$ cat src/rtl/bcd_serial_add_ctrl.sv
// Digit-serial BCD adder sequencer: one BCD digit per clock, LSD first,
// operands latched on START, one-cycle DONE pulse when the sum is final.
module bcd_serial_add_ctrl #(
    parameter int DIGITS = 4
) (
    input  logic                  CLK,
    input  logic                  RST,
    input  logic                  START,
    input  logic [4*DIGITS-1:0]   A,
    input  logic [4*DIGITS-1:0]   B,
    output logic                  BUSY,
    output logic                  DONE,
    output logic [4*DIGITS-1:0]   SUM,
    output logic                  COUT,
    output logic                  ERR
);

    localparam int W     = 4 * DIGITS;
    localparam int IDX_W = (DIGITS > 1) ? $clog2(DIGITS) : 1;
    localparam logic [IDX_W-1:0] LAST_IDX = IDX_W'(DIGITS - 1);

    typedef enum logic [1:0] {IDLE, ADD, FIN} state_t;

    state_t             state;
    logic [IDX_W-1:0]   idx_p0;
    logic               carry_p0;
    logic [W-1:0]       a_p0;
    logic [W-1:0]       b_p0;

    logic [3:0]         x;
    logic [3:0]         y;
    logic [4:0]         res;
    logic               dig_err;

    // Returns {carry, digit}; non-BCD inputs still follow the +6 correction rule.
    function automatic logic [4:0] bcd_digit_add(input logic [3:0] dx,
                                                 input logic [3:0] dy,
                                                 input logic       cin);
        logic [4:0] raw;
        logic [4:0] adj;
        raw = {1'b0, dx} + {1'b0, dy} + {4'b0000, cin};
        adj = raw + 5'd6;
        if (raw > 5'd9)
            return {1'b1, adj[3:0]};
        else
            return {1'b0, raw[3:0]};
    endfunction

    function automatic logic digit_invalid(input logic [3:0] d);
        return d > 4'd9;
    endfunction

    always_comb begin
        x       = a_p0[4*int'(idx_p0) +: 4];
        y       = b_p0[4*int'(idx_p0) +: 4];
        res     = bcd_digit_add(x, y, carry_p0);
        dig_err = digit_invalid(x) | digit_invalid(y);
    end

    always_ff @(posedge CLK) begin
        if (RST) begin
            state    <= IDLE;
            BUSY     <= 1'b0;
            DONE     <= 1'b0;
            SUM      <= '0;
            COUT     <= 1'b0;
            ERR      <= 1'b0;
            idx_p0   <= '0;
            carry_p0 <= 1'b0;
        end else begin
            case (state)
                IDLE, FIN: begin
                    DONE <= 1'b0;
                    if (START) begin
                        a_p0     <= A;
                        b_p0     <= B;
                        SUM      <= '0;
                        COUT     <= 1'b0;
                        ERR      <= 1'b0;
                        carry_p0 <= 1'b0;
                        idx_p0   <= '0;
                        BUSY     <= 1'b1;
                        state    <= ADD;
                    end else begin
                        state <= IDLE;
                    end
                end
                ADD: begin
                    // Digit stage: result digit and carry for position idx_p0
                    SUM[4*int'(idx_p0) +: 4] <= res[3:0];
                    carry_p0 <= res[4];
                    ERR      <= ERR | dig_err;
                    if (idx_p0 == LAST_IDX) begin
                        COUT  <= res[4];
                        DONE  <= 1'b1;
                        BUSY  <= 1'b0;
                        state <= FIN;
                    end else begin
                        idx_p0 <= idx_p0 + 1'b1;
                    end
                end
                default: state <= IDLE;
            endcase
        end
    end

endmodule

$ cat config.mk
export PLATFORM = sky130hd
export DESIGN_NAME = bcd_serial_add_ctrl
export DESIGN_NICKNAME = d
export VERILOG_FILES = /design/src/rtl/bcd_serial_add_ctrl.sv
export SDC_FILE = /design/constraint.sdc
export NUM_CORES = 1
export LEC_CHECK = 0
export CAP_MARGIN = 20
export CORE_MARGIN = 2
export CORE_UTILIZATION = 25
export DETAILED_ROUTE_END_ITERATION = 6
export PLACE_DENSITY = 0.41
export SYNTH_ARGS = -nofsm -noshare
export SYNTH_HDL_FRONTEND = slang
export SYNTH_SLANG_ARGS = --single-unit
export TNS_END_PERCENT = 30
$ cat constraint.sdc
create_clock -name CLK -period 6.55 [get_ports CLK]
set_clock_uncertainty 0.1 [all_clocks]
set_input_delay 0.9825 -clock CLK [delete_from_list [all_inputs] [get_ports CLK]]
set_output_delay 0.9825 -clock CLK [all_outputs]
set_load 0.01 [all_outputs]
# After elaboration in Yosys (flattened, before gate mapping)
# Index checks and enable logic that the tools add are counted.
# classes
addsub	5
order_cmp	3
eq_ne	6
shifts	4
muxes	20
bitwise_logic	3
n_reduce_logical	8
# ops
cell	n
negation 4 -> 33 bit	1
variable shift 4 x 33 -> 16 bit (first input constant)	1
indexed part select 4 x 33 -> 16 bit	1
one-hot mux 16 bit (2 select lines)	1
indexed part select 16 x 5 -> 4 bit	2
bitwise mux 16 bit	1
2-to-1 mux 16 bit	1
one-hot mux 1 bit (2 select lines)	5
AND reduction 3 bit	3
> comparator 4 bit (second input constant)	2
one-hot mux 2 bit (2 select lines)	2
2-to-1 mux 1 bit	6
2-to-1 mux 2 bit	3
!= test 2 bit (second input constant)	3
adder 4 x 4 -> 5 bit	1
adder 5 x 1 -> 5 bit	1
> comparator 5 x 4 -> 1 bit (second input constant)	1
2-to-1 mux 5 bit	1
adder 4 x 3 -> 4 bit (second input constant)	1
== test 2 bit (second input constant)	2
AND reduction 2 bit	2
adder 2 x 1 -> 2 bit (second input constant)	1
== test 2 x 1 -> 1 bit (second input constant)	1
logical NOT 2 bit	1
other kinds (4)	5
# totals
register_bits	57
inputBits	35
out_inout_bits	20
wordCells	59

# Longest topological paths before layout
# Gate-level depths: netlist of run 1.
# logic_depth
word_depth	8
ltp_mapped	13
mapped_depth_nobuf	10

# Worst setup path before layout of run 1
# Ideal clock, no wire load.
# synth_path
path_type	reg2reg
from	register idx_p0[0]
to	register SUM[2]
setup_ns	0.059
arrival_time_ns	3.621
required_time_ns	6.391
setup_slack_ns	2.770
stages_incl_launch_ff	14
n_path_buf	3
period_less_slack_ns	3.780
path_cell_list	dfxtp_1 > buf_4 > buf_4 > mux4_2 > fa_1 > fa_1 > buf_4 > inv_1 > ha_1 > and2b_1 > a31o_4 > o31ai_4 > mux2i_1 > a22o_1
# synth_between
elab_chain_len	8
word_cells_on_any_way	12
cone_classes	add/sub: 4; order compare: 1; shift: 4; mux: 3
# synth_rtl
element	line_no	source
start, declared	25	logic [IDX_W-1:0] idx_p0;
start signal, assigned	99	idx_p0 <= idx_p0 + 1'b1;
indexed part select 16 x 5 -> 4 bit (on tied branches)	54, 55	
adder 4 x 4 -> 5 bit	41	raw = {1'b0, dx} + {1'b0, dy} + {4'b0000, cin};
adder 5 x 1 -> 5 bit	41	
adder 4 x 3 -> 4 bit / > comparator 5 x 4 -> 1 bit (equally long branches)	42, 43	
2-to-1 mux 5 bit	43	if (raw > 5'd9)
indexed part select 4 x 33 -> 16 bit	90	SUM[4*int'(idx_p0) +: 4] <= res[3:0];
bitwise mux 16 bit (*)	90	
one-hot mux 16 bit (2 select lines) (*)	71	case (state)
end signal, assigned by index	90	
end, declared	13	output logic [4*DIGITS-1:0] SUM,
# Every way passes the cells marked *; elsewhere a longest branch is shown, timed or not.
# A chain may end at the register's enable or synchronous reset.

# Worst setup path after layout of run 1
# Same ends and word-level chain as after synthesis.

==> metrics, run 1 <==
# clock sinks 57; endpoints failing hold 0; pre-CTS setup slack 2.25 ns; final net count 307; Slew HR 0.303; post-CTS setup repair buffer count 0; ANT cells 0; drt first pass iters 4; Final GP Congestion 0.802; CP Buf/Inv Count 2; Synth cell types 44; largest net degree at the start of global routing 33; die height 106 um; Synth async-reset ratio 0; pwr dens 270 nW/um2; vias in the first global route 1,978; CTS root buf clkbuf_8; crit start category flop; Seq/Total Area, Yosys 0.565; setup TNS 0 ns; Worst path most repeated cell fa_1; Die X 106 um; critical path's slowest cell fa_1; gr ovfl total 0; via count 1,863; WP depth 11; Pwr Total 0.000933 W; P_leak 1.17 nW; I/O Buffers 54; worst min-delay path category flop to flop; Avg Vias per Cell 4.62; initial antenna violation count 0; Worst setup EP type flop; share of cells above drive strength 1 0.120; Hold WS 0.350 ns; Worst-path clk slew 0.07 ns; total wire length 6070 um; IO Count 55; final core utilization 0.339; # DRC 0; yosys synthesis warning count 0; Worst R2R Path Depth 11; dpl hpwl 4420 um; peak fanout along the critical path 17; hold depth 2; Final Max Tran Viols 0; Worst Path Required 6.74 ns; row cnt 37; outcome finished clean; worst path cell trace buf_4 -> mux4_2 -> fa_1 -> fa_1 -> inv_1 -> ha_1 -> and2b_1 -> a31o_4 -> o31ai_4 -> mux2i_1 -> a22o_1; CTS tree built; worst endpoint data arrival time 4.47 ns; hold-fix buffers at CTS 0; Synth Area per Inst 12.5 um2; Critical Path Max Stage Delay 0.86 ns; Crit Path Category flop to flop; commonest non-fill, non-tap cell in the layout clkdlybuf4s50_1; Max Fclk 234 MHz; post-route ant nets 0; Top delay family on crit path adder cells; Syn-to-layout area delta 33.5%; first-pass GRT wire length 10,100 um; Initial Util 0.254; final worst slack 2.27 ns; cells after synthesis 207; mapped cell area 2590 um2; most frequent cells in the layout 54 x clkdlybuf4s50_1, 32 x edfxtp_1, 25 x dfxtp_1; total track usage 0.119; top_reg_cell synth edfxtp_1; TritonCTS Buffers 9; H-tree depth 3; CORE AREA 10,200 um2; cts repair resizes 0; synthesis-stage register bit count 57; clk_lat worst skew 0.34 ns; Die Area 11,200 um2; number of flops mapped to enable cells by yosys 32; period utilisation layout 0.653; net count after synthesis 252; DRT iter0 DRCs 49; routed len/inst 15.1 um; max-cap violations 0; Final setup viols 0; RSZ-0062 raised after global routing false; Peak VDD IR 0.0930 mV; Tmin final 4.28 ns; clk buf depth 2; Worst Tran Pin Value 1.05 ns
==> cell usage after synthesis, types with 2 or more instances <==
cell type	instances	area (um2)
and3_1	5	31.3
ha_1	8	100
inv_1	5	18.8
fa_1	2	40.0
buf_2	2	10.0
mux2i_1	2	20.0
dfxtp_1	25	500
nor2b_1	3	18.8
nor3b_1	2	15.0
a22o_1	4	35.0
nand2_1	12	45.0
mux4_2	8	180
a21o_2	2	17.5
a311oi_1	2	17.5
o41a_1	2	22.5
nor2_1	18	67.6
a211oi_1	2	15.0
clkbuf_1	6	22.5
o21ai_0	2	10.0
buf_4	3	22.5
buf_6	2	22.5
o31ai_1	5	37.5
a32oi_1	5	43.8
nand3_1	6	30.0
nor3_1	8	40.0
nand2b_1	2	12.5
o2111ai_1	2	17.5
edfxtp_1	32	961
a21oi_1	15	75.1
==> layer usage <==
layer / track usage / share of wire
met3: 0.0377 / 0.064
met2: 0.187 / 0.47
met1: 0.142 / 0.44
met5: 0 / 0
met4: 0.0695 / 0.026
==> worst register-to-register path, stage by stage (launching register included) <==
cell and delay [ns]:
dfxtp_1 0.30, buf_4 0.25, mux4_2 0.57, fa_1 0.45
fa_1 0.86, inv_1 0.15, ha_1 0.24, and2b_1 0.17
a31o_4 0.24, o31ai_4 0.30, mux2i_1 0.39, a22o_1 0.19
==> logic make-up (layout without fill, tap and decap cells) <==
family / count (synthesis) / after routing / synth area share
buffers and inverters: 18 / 78 / 0.0372
multiplexers: 10 / 10 / 0.0773
AO/OA/AOI/OAI: 46 / 46 / 0.137
XOR/XNOR: 1 / 1 / 0.00338
AND/OR/NAND/NOR: 65 / 65 / 0.126
adder cells (fa/ha/maj): 10 / 10 / 0.0541
flip-flops: 57 / 57 / 0.565
==> registers in the layout, summed over array words and instances, names as in the netlist <==
signal    cells
DONE          1
a_p0         16
BUSY          1
b_p0         16
state         2
COUT          1
ERR           1
idx_p0        2
carry_p0      1
SUM          16
==> path summary, 6_finish.rpt <==
kind / endpoint / startpoint / slack (ns)
max reg2reg: SUM[2] / idx_p0[0] / 2.27
min reg2reg: SUM[11] / SUM[11] / 0.35
max: SUM[2] / idx_p0[0] / 2.27
min: SUM[11] / SUM[11] / 0.35
==> through the flow <==
step	std cells	instance area, um2
floorplan	207	2590
global placement	387	3250
detailed placement	387	3250
CTS	403	3460
global route	403	3460
finish	403	3460
==> layout make-up <==
class,count,area (um2)
Multi-Input combinational cell,132,1030
Tap cell,136,170
Sequential cell,57,1460
Timing Repair Buffer,57,563
Fill cell,1026,6730
Inverter,5,18.8
Clock inverter,7,85.1
Clock buffer,9,124
==> report_power, final <==
part           internal [W]  total, W  switching [W]
clock network      0.000210  0.000354       0.000144
registers          0.000393  0.000400     0.00000614
logic             0.0000765  0.000179       0.000103
No activity file was read; power rests on OpenSTA's default activity.
==> run 2, diff against run 1 <==
--- a/config.mk
+++ b/config.mk
@@ -9,7 +9,7 @@
 export CORE_MARGIN = 2
 export CORE_UTILIZATION = 25
 export DETAILED_ROUTE_END_ITERATION = 6
-export PLACE_DENSITY = 0.41
+export PLACE_DENSITY = 0.43
 export SYNTH_ARGS = -nofsm -noshare
 export SYNTH_HDL_FRONTEND = slang
 export SYNTH_SLANG_ARGS = --single-unit
==> constraint.sdc (replaced) <==
create_clock -name CLK -period 3.43 [get_ports CLK]
set_clock_uncertainty 0.1 [all_clocks]
set_input_delay 0.5145 -clock CLK [delete_from_list [all_inputs] [get_ports CLK]]
set_output_delay 0.5145 -clock CLK [all_outputs]
set_load 0.01 [all_outputs]
==> run 2 against run 1 <==
Net effect:
- hold slack better by 0.0077 ns
- power is 100% higher
- combinational power is 130% higher
- maximum frequency is 28% higher
- flip-flop and latch count stayed put
- worst setup slack worse by 2.2 ns
- sequential share of layout area is 1.4 points lower
- largest power group unchanged
- routed wire length is 0.40% higher
- non-clock buffer count is 9 higher
- critical path depth is 1 lower
- first-iteration DRC count is 96% higher
- register-to-register slack worse by 2.2 ns
==> metrics, run 2 (synthesis gave the netlist of run 1 again) <==
hold depth 2 (unchanged); critical path's slowest cell fa_2; row cnt 37 (unchanged); worst endpoint data arrival time 3.53 ns (-0.94 ns); largest net degree at the start of global routing 33 (unchanged); peak fanout along the critical path 7 (-10); Avg Vias per Cell 4.58 (-0.92%); period utilisation layout 0.972 (+0.319); Final Max Tran Viols 0 (unchanged); hold-fix buffers at CTS 0 (unchanged); Worst-path clk slew 0.07 ns (about the same); worst min-delay path category flop to flop; Worst path most repeated cell fa_2; Reg area 1470 um2 (+0.26%); CTS root buf clkbuf_8; final net count 316 (+2.9%); Die Area 11,200 um2 (unchanged); routed len/inst 14.8 um (-1.8%); I/O Buffers 54 (unchanged); gr ovfl total 0 (unchanged); clk buf depth 2 (unchanged); Peak VDD IR 0.170 mV (+82%); commonest non-fill, non-tap cell in the layout clkdlybuf4s50_1; Multi-input gate area 1070 um2 (+3.6%); Worst Path Required 3.62 ns (-3.12 ns); worst path cell trace mux4_2 -> fa_2 -> fa_2 -> inv_2 -> ha_4 -> and2b_1 -> a31o_4 -> o31ai_4 -> mux2i_4 -> a22o_1; WL met2 2780 um (-1.8%); Tmin final 3.34 ns (-0.944 ns); Final setup viols 0 (unchanged); via count 1,887 (+1.3%); Max Fclk 300 MHz (+28%); IO Count 55 (unchanged); CTS tree built; P_leak 1.23 nW (+4.7%); Worst Hold End COUT; r2r endpoint SUM[2]; Worst R2R Path Depth 10 (-1); outcome finished clean; Worst setup EP type flop; drt first pass iters 4 (unchanged); Syn-to-layout area delta 38.4%; share of cells above drive strength 1 0.181 (+0.0613); DR WL met3 410 um (+4.9%); RSZ-0062 raised after global routing true; dpl hpwl 4550 um (+2.9%); CORE AREA 10,200 um2 (unchanged); register-to-register setup slack 0.09 ns (-2.18 ns); die height 106 um (unchanged); Critical Path Max Stage Delay 0.55 ns (-0.31 ns); Final GP Congestion 0.777 (-3.1%); post-route ant nets 0 (unchanged); clk_lat worst skew 0.35 ns (about the same); H-tree depth 3 (unchanged); post-CTS setup repair buffer count 0 (unchanged); total track usage 0.118 (-0.000253); DRT iter0 DRCs 96 (+96%); total wire length 6100 um (+0.40%); endpoints failing hold 0 (unchanged); # DRC 0 (unchanged); setup TNS 0 ns (unchanged); initial antenna violation count 0 (unchanged); DR top layer met4; Top delay family on crit path adder cells; most frequent cells in the layout 54 x clkdlybuf4s50_1, 32 x edfxtp_1, 24 x dfxtp_1; HP Start COUT; TritonCTS Buffers 9 (unchanged); Initial Util 0.254 (unchanged); crit start category flop; vias in the first global route 1,957 (-1.1%); CP Buf/Inv Count 1 (-1); pre-CTS setup slack -0.0570 ns (-2.31 ns); Worst Tran Pin Value 0.621 ns (-0.425 ns); # clock sinks 57 (unchanged); Die X 106 um (unchanged); ANT cells 0 (unchanged); origin of the critical flop-to-flop path idx_p0[0]; first-pass GRT wire length 10,000 um (-0.63%); Slew HR 0.582 (+0.280); WL met1 2790 um (+4.0%); # fillers 1,044 (+1.8%); final worst slack 0.0946 ns (-2.18 ns); biggest regs SUM: 16 flops, a_p0: 16 flops, b_p0: 16 flops; pwr dens 531 nW/um2 (+97%); max-cap violations 0 (unchanged); Crit Path Category flop to flop
[run 2: cell types whose count changed in the layout (fill, tap and decap cells not counted), moves of 2 or more]
| cell | previous run | this run |
|---|---|---|
| fa_1 | 2 | 0 |
| clkinv_1 | 2 | 0 |
| buf_4 | 3 | 12 |
| clkinv_4 | 0 | 4 |
| clkinv_2 | 2 | 0 |
| fa_2 | 0 | 2 |
[run 2: worst reg2reg max path: cells and delay by family, from the launching register on]
| family | cells | cell delay, ns |
|---|---|---|
| buffers and inverters | 1 | 0.06 |
| AOI/OAI and AO/OA | 3 | 0.66 |
| DFF | 1 | 0.38 |
| and+or+nand+nor | 1 | 0.16 |
| adders and majority gates | 3 | 1.10 |
| muxes | 2 | 0.85 |
[run 2: worst max path at each step]
stage                          from     end  slack, ns  depth (start not counted)
after floorplan           idx_p0[0]  SUM[2]      -0.10                         12
after CTS                 idx_p0[0]  SUM[2]     0.0005                         10
after global routing      idx_p0[0]  SUM[2]      -0.01                         10
final                     idx_p0[0]  SUM[2]       0.09                         10
after detailed placement  idx_p0[0]  SUM[2]      -0.06                         10
after global placement    idx_p0[0]  SUM[2]       0.08                         10
[run 2: routing by layer]
layer  vias to the layer above  global-route usage
met5                         -                   0
met4                         0              0.0461
met3                        10              0.0476
met2                        62               0.179
met1                       893               0.151
li1                        922                   -
[run 2: report_power, final]
group / total [W] / switching [W] / internal, W
Clock: 0.000719 / 0.000303 / 0.000416
Sequential: 0.000763 / 0.0000123 / 0.000751
Combinational: 0.000420 / 0.000218 / 0.000202
Total: 0.00190 / 0.000534 / 0.00137
[run 2: stage by stage]
step | utilization | total power, W | area [um2] | hold slack (ns) | cells
after detailed placement | 0.328 | 0.00119 | 3340 | 0.347 | 396
final | 0.352 | 0.00190 | 3580 | 0.358 | 412
after CTS | 0.352 | 0.00193 | 3580 | 0.358 | 412
after global placement | 0.328 | 0.00119 | 3340 | 0.342 | 396
after floorplan | - | 0.00104 | 2630 | 0.376 | 207
after global routing | 0.352 | 0.00200 | 3580 | 0.384 | 412
[run 2: final cells by class]
type                    count  share of cell area
multi-input cells         132               0.299
clock buffers               9              0.0346
inverters                   5             0.00524
flip-flops and latches     57               0.409
clock inverters             7              0.0290
well taps                 136              0.0475
repair buffers             66               0.176
[run 2: timing repair]
item,CTS,global route
pin swaps,4,1
setup endpoints to repair,4,5
gates resized for setup,3,0
